$ cat config.mk
export PLATFORM = sky130hd
export DESIGN_NAME = mul_issue_sched
export DESIGN_NICKNAME = d
export VERILOG_FILES = /design/src/rtl/mul_issue_sched.sv
export SDC_FILE = /design/constraint.sdc
export NUM_CORES = 1
export LEC_CHECK = 0
export ABC_AREA = 0
export CAP_MARGIN = 20
export CORE_ASPECT_RATIO = 1.75
export CORE_MARGIN = 2
export CORE_UTILIZATION = 43
export CTS_CLUSTER_SIZE = 10
export DETAILED_ROUTE_END_ITERATION = 6
export PLACE_DENSITY = 0.8
export SYNTH_ARGS = -nofsm -noshare
export SYNTH_HDL_FRONTEND = slang
export SYNTH_SLANG_ARGS = --single-unit
$ cat constraint.sdc
create_clock -name clk -period 4.3 [get_ports clk]
set_clock_uncertainty 0.15 [all_clocks]
set_input_delay 0.86 -clock clk [delete_from_list [all_inputs] [get_ports clk]]
set_output_delay 0.86 -clock clk [all_outputs]
set_load 0.02 [all_outputs]
$ cat src/rtl/mul_issue_sched.sv
`default_nettype none
// ============================================================================
// Module  : mul_issue_sched
// Brief   : Issue gate for a fixed-latency multiplier plus MUL/ALU writeback
//           merge onto the single register-file write port.
// Rev     : 1.0  initial release
// ============================================================================
module mul_issue_sched #(
    parameter int MUL_LATENCY = 6,
    parameter int REG_ADDR    = 5,
    parameter int WD_SIZE     = 32
) (
    input  logic                clk,
    input  logic                reset_n,
    input  logic                dec_valid_i,
    input  logic                dec_is_mul_i,
    input  logic                dec_we_i,
    input  logic [REG_ADDR-1:0] dec_rd_i,
    input  logic [REG_ADDR-1:0] dec_rs1_i,
    input  logic [REG_ADDR-1:0] dec_rs2_i,
    output logic                stall_o,
    output logic                mul_issue_o,
    input  logic [WD_SIZE-1:0]  alu_result_i,
    input  logic                mul_valid_i,
    input  logic [WD_SIZE-1:0]  mul_result_i,
    output logic                wb_valid_o,
    output logic [REG_ADDR-1:0] wb_rd_o,
    output logic [WD_SIZE-1:0]  wb_data_o,
    output logic                mul_busy_o,
    output logic                error_o
);
    localparam int LAST = MUL_LATENCY - 1;

    logic [MUL_LATENCY-1:0] slot_v;
    logic [REG_ADDR-1:0]    slot_rd [MUL_LATENCY];
    logic                   alu_v;
    logic [REG_ADDR-1:0]    alu_rd;
    logic                   error_q;

    logic raw;
    logic waw;
    logic port;
    logic writes_rd;
    logic stall;
    logic issue;
    logic mul_go;
    logic alu_go;
    logic wb_valid;

    always_comb begin
        raw       = 1'b0;
        waw       = 1'b0;
        writes_rd = dec_is_mul_i | dec_we_i;
        for (int i = 0; i < MUL_LATENCY; i++) begin
            if (slot_v[i]) begin
                if (dec_rs1_i != '0 && dec_rs1_i == slot_rd[i]) raw = 1'b1;
                if (dec_rs2_i != '0 && dec_rs2_i == slot_rd[i]) raw = 1'b1;
                if (writes_rd && dec_rd_i != '0 && dec_rd_i == slot_rd[i]) waw = 1'b1;
            end
        end
        // No bypass: a result written this cycle is readable only next cycle.
        if (alu_v) begin
            if (dec_rs1_i != '0 && dec_rs1_i == alu_rd) raw = 1'b1;
            if (dec_rs2_i != '0 && dec_rs2_i == alu_rd) raw = 1'b1;
        end
        port   = ~dec_is_mul_i & dec_we_i & slot_v[MUL_LATENCY-2];
        stall  = reset_n & dec_valid_i & (raw | waw | port);
        issue  = reset_n & dec_valid_i & ~stall;
        mul_go = issue & dec_is_mul_i;
        alu_go = issue & ~dec_is_mul_i & dec_we_i;
    end

    assign stall_o     = stall;
    assign mul_issue_o = mul_go;
    assign mul_busy_o  = |slot_v;
    assign error_o     = error_q;

    always_ff @(posedge clk) begin
        if (!reset_n) begin
            slot_v  <= '0;
            alu_v   <= 1'b0;
            alu_rd  <= '0;
            error_q <= 1'b0;
            for (int i = 0; i < MUL_LATENCY; i++) begin
                slot_rd[i] <= '0;
            end
        end else begin
            slot_v     <= {slot_v[MUL_LATENCY-2:0], mul_go};
            slot_rd[0] <= mul_go ? dec_rd_i : '0;
            for (int i = 1; i < MUL_LATENCY; i++) begin
                slot_rd[i] <= slot_rd[i-1];
            end
            alu_v  <= alu_go;
            alu_rd <= alu_go ? dec_rd_i : '0;
            if (mul_valid_i != slot_v[LAST]) begin
                error_q <= 1'b1;
            end
        end
    end

    always_comb begin
        wb_valid  = 1'b0;
        wb_rd_o   = '0;
        wb_data_o = '0;
        if (slot_v[LAST]) begin
            wb_rd_o   = slot_rd[LAST];
            wb_data_o = mul_result_i;
            wb_valid  = mul_valid_i & (slot_rd[LAST] != '0);
        end else if (alu_v) begin
            wb_rd_o   = alu_rd;
            wb_data_o = alu_result_i;
            wb_valid  = (alu_rd != '0);
        end
    end

    assign wb_valid_o = wb_valid & reset_n;

endmodule
`default_nettype wire

; ---- After elaboration in Yosys (flattened, before gate mapping)
; Memories as Yosys holds them, arrays and structs flattened.
; Index checks and enable logic that the tools add are counted.
[word_totals]
regBits = 13
latchBits = 0
ram_bits = 30
mem_bits_ro = 0
input_bits = 85
out_inout_bits = 42
wordCells = 123
memories = 1
[classes]
n_addsub = 0
mul = 0
div = 0
n_lt_le_gt_ge = 0
eq_ne = 21
shifts = 0
mux = 48
bitwise = 21
reduce_logical = 28
[mem_list]
columns = memory, words, word_bits, rd, rd_ports_with_merged_regs, wr, line
row1 = slot_rd, 6, 5, 6, 0, 6, 35  ; logic [REG_ADDR-1:0] slot_rd [MUL_LATENCY];
[op_table]
columns = cell, n
row1 = equality test 5 bit, 20
row2 = 2-to-1 mux 32 bit, 2
row3 = 2-to-1 mux 5 bit, 9
row4 = 2-to-1 mux 1 bit, 37
row5 = nonzero test 5 bit, 5
row6 = logical AND 1 bit, 21
row7 = AND 1 bit, 10
row8 = OR 1 bit, 9
row9 = OR reduction 6 bit, 1
row10 = NOT 1 bit, 2
row11 = AND reduction 2 bit, 1
row12 = != test 1 bit, 1

; ---- Logic depth before layout (Yosys ltp)
[depth]
depth_word = 31
mapped_depth = 9
ltp_nobuf = 7

; ---- Worst setup path after synthesis
; Ideal clock, no wire load.
[synth_path]
path_kind = input port to output port
start = input dec_rs2_i[2]
end = output mul_issue_o
t_arrival_ns = 2.994
t_required_ns = 3.290
setup_slack_ns = 0.296
path_stages = 9
path_buffers = 2
path_cell_list = buf_4 or4_4 nor2_4 nor4_1 o21ai_1 nand4_1 or4_4 buf_6 nor2_1
[synth_via]
elab_chain_cells = 28
elab_cells_between_ends = 41
cone_classes = eq/ne: 7 / mux: 20 / bitwise: 6 / reduce/logical: 8
[synth_lines]
columns = item, line
row1 = start: declaration, 20  ; input logic [REG_ADDR-1:0] dec_rs2_i,
row2 = equality test 5 bit / nonzero test 5 bit (equally long branches), "57, 64"
row3 = logical AND 1 bit, 57  ; if (dec_rs2_i != '0 && dec_rs2_i == slot_rd[i]) raw = 1'b1;
row4 = 2-to-1 mux 1 bit, 57
row5 = 2-to-1 mux 1 bit, 55  ; if (slot_v[i]) begin
row6 = 2-to-1 mux 1 bit, 56  ; if (dec_rs1_i != '0 && dec_rs1_i == slot_rd[i]) raw = 1'b1;
row7 = 2-to-1 mux 1 bit, 57
row8 = 2-to-1 mux 1 bit, 55
row9 = 2-to-1 mux 1 bit, 56
row10 = [... 11 more ...], --
row11 = 2-to-1 mux 1 bit, 63  ; if (dec_rs1_i != '0 && dec_rs1_i == alu_rd) raw = 1'b1;
row12 = 2-to-1 mux 1 bit, 64  ; if (dec_rs2_i != '0 && dec_rs2_i == alu_rd) raw = 1'b1;
row13 = 2-to-1 mux 1 bit *, 62  ; if (alu_v) begin
row14 = OR 1 bit * (2 in series), 67  ; stall = reset_n & dec_valid_i & (raw | waw | port);
row15 = AND 1 bit *, 67
row16 = NOT 1 bit *, 68  ; issue = reset_n & dec_valid_i & ~stall;
row17 = AND 1 bit *, 68
row18 = AND 1 bit *, 69  ; mul_go = issue & dec_is_mul_i;
row19 = end: declaration, 22  ; output logic mul_issue_o,
; Mark *: on every way between the ends. The rest lies on a longest branch, timed or not.

; ---- Worst setup path after layout
[layout_path]
start = input dec_rs1_i[4]
end = output mul_issue_o
[layout_via]
elab_chain_cells = 29
elab_cells_between_ends = 42
cone_classes = eq/ne: 7 / mux: 21 / bitwise: 6 / reduce/logical: 8
[layout_lines]
columns = item, line
row1 = start: declaration, 19  ; input logic [REG_ADDR-1:0] dec_rs1_i,
row2 = equality test 5 bit / nonzero test 5 bit (equally long branches), "56, 63"
row3 = logical AND 1 bit, 56
row4 = 2-to-1 mux 1 bit, 56
row5 = 2-to-1 mux 1 bit, 57
row6 = 2-to-1 mux 1 bit, 55
row7 = 2-to-1 mux 1 bit, 56
row8 = 2-to-1 mux 1 bit, 57
row9 = 2-to-1 mux 1 bit, 55
row10 = [... 12 more ...], --
row11 = 2-to-1 mux 1 bit, 63
row12 = 2-to-1 mux 1 bit, 64
row13 = 2-to-1 mux 1 bit *, 62
row14 = OR 1 bit * (2 in series), 67
row15 = AND 1 bit *, 67
row16 = NOT 1 bit *, 68
row17 = AND 1 bit *, 68
row18 = AND 1 bit *, 69
; Marked as above.

==> impl_metrics.py <==
metrics = {
    "floorplan": {
        "die_h_um": 114,
        "dieWidth_um": 67.1,
        "fp.coreArea_um2": 6810,
        "rows": 40,
        "io_pins": 127,
        "dieArea_um2": 7680,
        "initial_utilization_pct": 44.0,
    },
    "timing": {
        "drv_slew": 0,
        "hold_viol_final": 0,
        "finalCritPeriodShare_pct": 98.1,
        "timing.fmax_mhz": 237,
        "rsz0062_at_grt": "no",
        "slew_headroom_pct": 70.0,
        "whs_ns": 0.311,
        "tightest_slew_ns": 0.450,
        "min_period_ns": 4.22,
        "setup_violations": 0,
    },
    "synthesis": {
        "synthCells": 343,
        "synth_area_per_cell_um2": 8.73,
        "synth_top_area_share_pct": 28.7,
        "synth-edff-count": 0,
        "yosys_warnings": 0,
        "yosysSeqAreaShare_pct": 28.7,
        "ys_seq_elements": 43,
        "ys.flop_type": "dfxtp_1",
        "syn-cell-area_um2": 3000,
        "async_flop_share_pct": 0,
        "synth_top_cell_by_area": "dfxtp_1",
        "synth_fp_nets": 428,
        "synthDistinctLibCells": 32,
        "synth.top_cells.by_area": "dfxtp_1, xnor2_1, xor2_1, a22o_1, and2_1",
    },
    "cells_and_area": {
        "multi_input_area_um2": 2030,
        "antenna_cells": 0,
        "layout_commonest_cell": "clkdlybuf4s50_1",
        "drive_above_1_share_pct": 13.2,
        "mostFrequentLayoutCells": "clkdlybuf4s50_1, xnor2_1, xor2_1",
        "post-route-util_pct": 68.4,
        "fin_nets": 560,
        "fillers": 565,
        "seqCellArea_um2": 861,
        "area_growth_pct": 55.4,
    },
    "global_route": {
        "overflow": 0,
        "grt_pass1_wl_um": 16200,
        "antenna_found_initial": 0,
        "gr-usage-all-layers_pct": 29.1,
        "grt_start_max_net_pins": 37,
        "grt_pass1_vias": 3038,
    },
    "run_status": {
        "run_status": "completed",
    },
    "setup_path": {
        "worstPathArrival_ns": 3.21,
        "worst_path_largest_cell_delay_ns": 0.62,
        "cp-start-kind": "input port",
        "slowest_stage": "or4_4",
        "worstSetupPathType": "in2out",
        "crit_chain": "clkdlybuf4s50_1 -> or4_4 -> nor2_4 -> nor4_2 -> o21ai_1 -> nand4_1 -> or4_4 -> nor2_4 -> buf_6",
        "cp.required_ns": 3.29,
        "cp_max_fo": 7,
        "crit_family": "simple AND/OR/NAND/NOR gates",
        "path_buf_inv": 2,
        "end_kind": "primary output",
    },
    "cts": {
        "cts_buffers": 5,
        "cts_buffer_depth": 2,
        "cts.clk_slew.worst_paths_ns": 0.06,
        "cts_tree": "built",
        "clkSinkCount": 43,
        "postCtsSetupRepairBufs": 0,
        "holdBufCountCts": 0,
        "root_buffer": "clkbuf_16",
        "h-tree-depth": 2,
        "insertion_delay_ns": 0.29,
    },
    "detailed_routing": {
        "wl_um": 10900,
        "wl_per_cell_um": 19.5,
        "via_per_inst": 5.52,
        "postRouteAntennaNets": 0,
        "dr.first_iter.drc_count": 144,
        "vias": 3090,
        "first_pass_iters": 4,
        "drc_errors": 0,
    },
    "place": {
        "dpl.hpwl_um": 8740,
        "place.gp.congestion": 0.933,
        "io_buffers": 126,
    },
    "pwr": {
        "peakVddDrop_v": 0.000306,
        "p_leak_nw": 1.82,
        "p_total_w": 0.00102,
        "p_per_area_nw_per_um2": 219,
    },
    "job": {
        "max-cap-violations": 0,
    },
    "min_path": {
        "hold_class": "reg2reg",
    },
}
## final timing paths
path | from | to | slack, ns | cells past startpoint
worst max-delay path | dec_rs1_i[4] | mul_issue_o | 0.08 | 9
worst min-delay path | error_o | error_o | 0.31 | 1
worst min register to register | error_o | error_o | 0.31 | 1
worst max register to register | slot_rd[0][20] | alu_v | 1.74 | 8
## cell usage after synthesis, drive strengths merged, types with 2 or more instances
cell / instances
or4: 5
and3: 2
o21ai: 11
buf: 18
xnor2: 56
nor2: 17
nand2: 18
nor2b: 2
and2: 30
nand4: 4
a21oi: 2
a22o: 36
nor4: 19
nand3: 14
clkbuf: 13
dfxtp: 43
xor2: 45
## cell type report
class | instances | area share, %
clock buffer | 7 | 2.85
clock inverter | 1 | 0.108
inverter | 1 | 0.0806
multi-input combinational | 268 | 43.7
sequential | 43 | 18.5
tap | 84 | 2.26
timing repair buffer | 156 | 32.5
## sequential cells by signal, summed over array words and instances, names as in the netlist
signal   cells
alu_rd       5
alu_v        1
error_o      1
slot_rd     30
slot_v       6
## worst register-to-register path: cells and delay by family (launching register included)
| family | cells | cell delay [ns] |
|---|---|---|
| compound gates | 2 | 0.37 |
| xor+xnor | 1 | 0.32 |
| buf+inv | 1 | 0.22 |
| flops | 1 | 0.49 |
| simple gates | 4 | 0.94 |
## power breakdown
part / switching (W) / total (W) / leakage [nW] / internal (W)
clock network: 0.000147 / 0.000361 / 0.0679 / 0.000214
registers: 0.00000955 / 0.000414 / 0.348 / 0.000404
logic: 0.000103 / 0.000244 / 1.40 / 0.000142
## kinds of logic after synthesis
family	share of synthesized area, %
buffers and inverters	5.56
flip-flops	28.7
AND/OR/NAND/NOR	22.2
XOR/XNOR	29.5
AO/OA/AOI/OAI	14.0
## routing by layer
layer  routed length [µm]  part of all wire (%)  vias to the layer above  track usage [%]
li1                     -                     -                     1437                -
met2                 5790                    53                      178             53.5
met5                    0                     0                        -                0
met4                  637                   5.8                        0             16.6
met3                  915                   8.4                       44             6.39
met1                 3550                    33                     1431             28.5
## what timing repair did
item | CTS | global route
resized for setup | 7 | 23
cloned | 0 | 0
endpoints found under the setup margin | 2 | 1
hold endpoints to repair | 0 | 0
pin swaps | 2 | 20
## metrics by stage
step | worst slack, ns | setup TNS, ns | instance area, µm² | std cells
6_report | 0.0817 | 0 | 4650 | 560
5_1_grt | 0.0127 | 0 | 4650 | 560
4_1_cts | -0.0441 | -0.0441 | 4570 | 560
3_5_place_dp | -0.508 | -0.621 | 4440 | 552
3_3_place_gp | -0.501 | -0.608 | 4440 | 552
2_1_floorplan | 0.296 | 0 | 3000 | 343
(Power assumes the default switching activity.)
